--- src/rtl/s_axi_lite.sv ---
// s_axi_lite: AXI4-Lite responder over a small register file with a write-strobe export
module s_axi_lite #(
    parameter int DWIDTH    = 32,
    parameter int REG_WIDTH = 5,
    parameter int NREG      = 4,
    localparam int IW       = (NREG > 1) ? $clog2(NREG) : 1,
    localparam int SW       = DWIDTH / 8
) (
    input  logic                   clk,
    input  logic                   rst,
    input  logic                   awvalid,
    output logic                   awready,
    input  logic [REG_WIDTH-1:0]   awaddr,
    input  logic [2:0]             awprot,
    input  logic                   wvalid,
    output logic                   wready,
    input  logic [DWIDTH-1:0]      wdata,
    input  logic [SW-1:0]          wstrb,
    output logic                   bvalid,
    input  logic                   bready,
    output logic [1:0]             bresp,
    input  logic                   arvalid,
    output logic                   arready,
    input  logic [REG_WIDTH-1:0]   araddr,
    input  logic [2:0]             arprot,
    output logic                   rvalid,
    input  logic                   rready,
    output logic [DWIDTH-1:0]      rdata,
    output logic [1:0]             rresp,
    output logic [NREG*DWIDTH-1:0] regs,
    output logic                   wr_strobe,
    output logic [IW-1:0]          wr_idx
);
    logic [DWIDTH-1:0]    mem [NREG];
    logic                 aw_held, w_held;
    logic [REG_WIDTH-3:0] aw_q;
    logic [DWIDTH-1:0]    w_q;
    logic [SW-1:0]        s_q;
    logic [REG_WIDTH-3:0] w_idx, r_idx;
    logic [DWIDTH-1:0]    w_dat;
    logic [SW-1:0]        w_stb;
    logic                 aw_hs, w_hs, ar_hs, commit, w_ok, r_ok;
    logic                 unused;

    assign unused  = ^{awprot, arprot, awaddr[1:0], araddr[1:0]};
    assign awready = !rst && !aw_held && !bvalid;
    assign wready  = !rst && !w_held && !bvalid;
    assign arready = !rst && !rvalid;
    assign aw_hs   = awvalid && awready;
    assign w_hs    = wvalid && wready;
    assign ar_hs   = arvalid && arready;
    // Held values take priority; otherwise the channel is handshaking this cycle
    assign w_idx   = aw_held ? aw_q : awaddr[REG_WIDTH-1:2];
    assign w_dat   = w_held ? w_q : wdata;
    assign w_stb   = w_held ? s_q : wstrb;
    assign r_idx   = araddr[REG_WIDTH-1:2];
    assign w_ok    = int'(w_idx) < NREG;
    assign r_ok    = int'(r_idx) < NREG;
    assign commit  = (aw_hs || aw_held) && (w_hs || w_held) && !bvalid;

    for (genvar g = 0; g < NREG; g++) begin : g_regs
        assign regs[g*DWIDTH +: DWIDTH] = mem[g];
    end

    // Write path: hold AW/W independently, commit when both present, respond on B
    always_ff @(posedge clk) begin
        if (rst) begin
            aw_held   <= 1'b0;
            w_held    <= 1'b0;
            aw_q      <= '0;
            w_q       <= '0;
            s_q       <= '0;
            bvalid    <= 1'b0;
            bresp     <= 2'b00;
            wr_strobe <= 1'b0;
            wr_idx    <= '0;
            for (int i = 0; i < NREG; i++) mem[i] <= '0;
        end else begin
            wr_strobe <= commit && w_ok;
            if (aw_hs) begin
                aw_held <= 1'b1;
                aw_q    <= awaddr[REG_WIDTH-1:2];
            end
            if (w_hs) begin
                w_held <= 1'b1;
                w_q    <= wdata;
                s_q    <= wstrb;
            end
            if (commit) begin
                bvalid <= 1'b1;
                bresp  <= w_ok ? 2'b00 : 2'b10;
                if (w_ok) begin
                    wr_idx <= w_idx[IW-1:0];
                    for (int k = 0; k < SW; k++)
                        if (w_stb[k]) mem[w_idx[IW-1:0]][k*8 +: 8] <= w_dat[k*8 +: 8];
                end
            end
            if (bvalid && bready) begin
                bvalid  <= 1'b0;
                aw_held <= 1'b0;
                w_held  <= 1'b0;
            end
        end
    end

    // Read path: register data/response at the AR handshake, hold until R completes
    always_ff @(posedge clk) begin
        if (rst) begin
            rvalid <= 1'b0;
            rdata  <= '0;
            rresp  <= 2'b00;
        end else if (ar_hs) begin
            rvalid <= 1'b1;
            rdata  <= r_ok ? mem[r_idx[IW-1:0]] : '0;
            rresp  <= r_ok ? 2'b00 : 2'b10;
        end else if (rvalid && rready) begin
            rvalid <= 1'b0;
        end
    end
endmodule
--- config.mk ---
export PLATFORM = sky130hd
export DESIGN_NAME = s_axi_lite
export DESIGN_NICKNAME = d
export VERILOG_FILES = /design/src/rtl/s_axi_lite.sv
export SDC_FILE = /design/constraint.sdc
export NUM_CORES = 1
export LEC_CHECK = 0
export CAP_MARGIN = 20
export CORE_MARGIN = 5
export CORE_UTILIZATION = 39
export CTS_CLUSTER_SIZE = 25
export DETAILED_ROUTE_END_ITERATION = 12
export PLACE_DENSITY = 0.71
export SETUP_SLACK_MARGIN = 0.15
export SLEW_MARGIN = 20
export SYNTH_ARGS = -nofsm -noshare
export SYNTH_HDL_FRONTEND = slang
export SYNTH_SLANG_ARGS = --single-unit
--- constraint.sdc ---
create_clock -name clk -period 7.95 [get_ports clk]
set_input_delay 1.59 -clock clk [delete_from_list [all_inputs] [get_ports clk]]
set_output_delay 1.59 -clock clk [all_outputs]
set_load 0.02 [all_outputs]
# Word-level counts from Yosys, hierarchy flattened
# Memory sizes are Yosys's and may differ from the RTL's.
# Index checks and enable logic that the tools add are counted.
[word_totals]
reg_bits = 82
mem_bits_rw = 128
in_bits = 59
out_inout_bits = 172
wordCells = 72
n_memories = 1
[memory_table]
columns = ["memory", "depth", "width", "read_ports", "rd_ports_with_merged_regs", "write_ports", "line", "source"]
rows = [
  ["mem", 4, 32, 5, 0, 4, "34", "logic [DWIDTH-1:0] mem [NREG];"],
]
[op_classes]
n_lt_le_gt_ge = 2
mux = 33
n_reduce_logical = 24
[op_table]
columns = ["cell", "n"]
rows = [
  ["$mux W32", 3],
  ["$reduce_or A32 Y1", 1],
  ["$mux W1", 24],
  ["$logic_and A1 B1 Y1", 13],
  ["$mux W4", 2],
  ["$lt A3 B3 Y1 const B", 2],
  ["$mux W2", 3],
  ["$logic_not A1 Y1", 5],
  ["$mux W3", 1],
  ["$logic_or A1 B1 Y1", 2],
  ["$reduce_and A2 Y1", 1],
  ["$reduce_bool A2 Y1", 1],
  ["$reduce_or A2 Y1", 1],
]

# Depth between registers and ports, before layout
[logic_depth]
word_depth = 12
depth_mapped = 7
depth_no_buf = 4

# Worst setup path before layout
# Ideal clock, no wire load.
[synth_path]
path_type = "input to output"
start = "input port rst"
end = "output port arready"
arrival_time_ns = 2.517
required_time_ns = 6.360
path_slack_ns = 3.843
cell_stages = 4
n_path_buf = 3
cell_sequence = "buf_2 clkbuf_1 clkbuf_1 nor2_1"
[synth_via]
elab_chain_len = 2
[synth_lines]
columns = ["item", "line", "source"]
rows = [
  ["from (decl)", "10", "input logic rst,"],
  ["$logic_not A1 Y1", "48", "assign arready = !rst && !rvalid;"],
  ["$logic_and A1 B1 Y1", "48", ""],
  ["to (decl)", "23", "output logic arready,"],
]
# Every way passes these cells.

# Final worst setup path
# Same ends and word-level chain as after synthesis.

==> results.md <==
* CP top delay family: buffers and inverters
* Worst-Skew Late Latency at 0.50 ns
* Clock Skew at 0.00755 ns
* Nets at 985
* CP Max Fanout at 73
* CP arrival at 3.22 ns
* Finished Core Util at 54.0%
* Ys Warns at 0
* Post-CTS Resized at 0
* Placed cells at 1181
* Critical Path, Cell by Cell: buf_4 > buf_4 > nor2_1 > clkdlybuf4s50_1
* Clock Path Buffers at 3
* Final Max Tran Viols at 0
* Final worst slack at 3.14 ns
* Root Buffer: clkbuf_16
* Final Non-Filler Cells at 1222
* Vias/cell at 5.30
* Layout area overhead at 36.3%
* #FFs+latches synth at 208
* Gate Count Post-Synth at 714
* Element type at the critical path start: input pin
* Setup_tns at 0 ns
* Number of global-route vias before repair at 6565
* Register area share after synthesis at 62.8%
* FF-to-FF Start: w_held$_SDFFE_PP0P_
* Peak Freq at 208 MHz
* FF/Latch Area at 5450 µm²
* Post-synth ARST share at 0%
* Kind of critical path: in -> out
* Full die area at 25300 µm²
* Max incr delay on CP at 0.73 ns
* Postcts setup bufs at 0
* Setup slack at placement at 3.12 ns
* Min Tclk post-route at 4.81 ns
* Most common flop cell mapped by yosys: edfxtp_1
* # diodes at 0
* Initial core utilization at 39.6%
* DRC viols at 0
* Htree depth at 1
* GR Overflow Total at 0
* Final period util at 60.5%
* IO Count at 231
* Final setup fails at 0
* Area of the core at 21900 µm²
* Number of synthesized flops with an enable pin at 128
* Detailed Route Iter0 Violations at 488
* Yosys cell types at 39
* Max cap viols at 0
* Relative slew margins at 27.3%
* Outcome: finished clean
* TritonCTS clock tree: built
* CP max-delay cell: buf_4
* Via Count at 6474
* Area occupied by multi-input gates at 3030 µm²
* CTS Hold Buffers Added at 0
* Final hold violations at 0
* Clk sinks at 208
* Clock power frac at 38.5%
* Worst Setup SP: rst
* Combinational share of power at 13.7%
* Crit path required time at 6.36 ns
* Lkg Pwr at 4.14 nW
* TritonCTS buffer count at 23
* Min-delay src: w_q[15]$_SDFFE_PP0P_
* Measured slew at the worst slew-check pin at 1.08 ns
* Die Ht at 159 µm
* Crit path top cell by count: buf_4
* Cell area power density at 216 nW/µm²
* Largest net degree at the start of global routing at 74
* CTS clk-pin slew, worst paths at 0.05 ns
* Worst-case hold slack at 0.451 ns
* Gr usage total at 20.0%
* Layout cells sized above 1 at 11.3%
* Drt total wl at 26300 µm
* Min-delay worst type: reg -> reg
* Die X-Extent at 159 µm
* Flop pwr share at 47.8%
* Final HPWL DP at 18400 µm
* Post-synthesis area per instance at 12.1 µm²
* Critical path capture point type: output port
* Peak VDD IR at 0.119 mV
* Count of TritonRoute iterations in the first routing pass at 5
* # port buffers at 218
* Rows at 54
* NetSw at 650 µW
* RSZ-0062 raised after global routing: false
* Initial antenna violation count at 0
* First-pass GRT wire length at 40000 µm
* FILL cells at 1873
* WP buf/inv at 3
* Routed len/inst at 21.5 µm
* Sw Ratio at 25.5%
* Internal power at 1.90 mW
* DRT antenna net count at 0
* Gp weighted congestion at 0.829
* Synth Cell Area at 8670 µm²
[cells in the mapped netlist, types with 4 or more instances]
library cell / instances / area (µm²)
a31oi_1: 4 / 25.0
mux4_2: 32 / 721
mux2_2: 6 / 67.6
nor3_1: 34 / 170
nor2_1: 144 / 541
edfxtp_1: 128 / 3840
a21oi_1: 40 / 200
inv_1: 6 / 22.5
o21ai_0: 5 / 25.0
mux2i_1: 37 / 370
nand2_1: 83 / 312
nand4_2: 4 / 50.1
dfxtp_1: 80 / 1600
clkbuf_1: 33 / 124
buf_2: 8 / 40.0
a22oi_1: 34 / 255
[registers in the layout, summed over array words and instances, names as in the netlist, 2 cells and up]
name    flops
aw_q        3
mem       128
rdata      32
s_q         4
w_q        32
wr_idx      2
[routing by layer]
| metal | vias up | share of wire [%] | global-route usage, % |
|---|---|---|---|
| li1 | 3031 | - | - |
| met1 | 3151 | 41 | 25.5 |
| met2 | 240 | 50 | 34.3 |
| met3 | 52 | 6.2 | 3.73 |
| met4 | 0 | 3.7 | 7.06 |
| met5 | - | 0 | 0 |
[final cells by class]
type,count,area share (%)
clock buffer,33,5.44
clock inverter,8,0.402
inverter,6,0.191
multi-input combinational,455,25.7
sequential,208,46.1
tap,280,2.96
timing repair buffer,232,19.3
[final timing paths]
| kind | endpoint | slack [ns] | cells after the start |
|---|---|---|---|
| hold / removal | w_q[15]$_SDFFE_PP0P_ | 0.45 | 2 |
| hold reg to reg | w_q[15]$_SDFFE_PP0P_ | 0.45 | 2 |
| setup reg to reg | mem[2][17]$_SDFFCE_PN0P_ | 4.58 | 7 |
| setup / recovery | arready | 3.14 | 4 |
[layout by cell type (no fill, tap or decap), types with 3 or more instances in the layout]
| master | n |
|---|---|
| a21oi_1 | 40 |
| a22oi_1 | 34 |
| a31oi_1 | 4 |
| buf_4 | 15 |
| clkbuf_1 | 7 |
| clkbuf_16 | 23 |
| clkbuf_8 | 3 |
| clkdlybuf4s50_1 | 215 |
| clkinv_2 | 5 |
| dfxtp_1 | 79 |
| edfxtp_1 | 128 |
| inv_1 | 6 |
| mux2_2 | 6 |
| mux2i_1 | 37 |
| mux4_2 | 32 |
| nand2_1 | 83 |
| nand2b_1 | 3 |
| nand3_2 | 4 |
| nand4_2 | 4 |
| nor2_1 | 143 |
| nor3_1 | 34 |
| nor4_1 | 3 |
| o21ai_0 | 3 |
[power groups by stage]
stage                     Sequential, mW  Clock [mW]  Combinational [mW]
after CTS                           1.22       0.998               0.354
after global routing                1.23        1.04               0.374
final                               1.22       0.982               0.350
after global placement              1.24           0               0.349
after detailed placement            1.25           0               0.353
after floorplan                     1.28           0               0.149
[cell families after synthesis]
logic type | count (synthesis) | synth area share (%)
DFF | 208 | 62.8
AOI/OAI and AO/OA | 94 | 7.18
muxes | 75 | 13.4
other | 1 | 0.0432
buffers and inverters | 52 | 2.45
and+or+nand+nor | 284 | 14.2
[metrics by stage]
step	total power, mW	cell area (µm²)
2_1_floorplan	1.43	8680
3_3_place_gp	1.59	11100
3_5_place_dp	1.60	11100
4_1_cts	2.57	11800
5_1_grt	2.64	11800
6_report	2.55	11800
[worst reg2reg max path, delay by kind of cell (launching register included)]
kind                   cells  cell delay [ns]
buffers and inverters      4             1.33
flip-flops                 1             0.31
AO/OA/AOI/OAI              3             1.45
(Power assumes the default switching activity.)
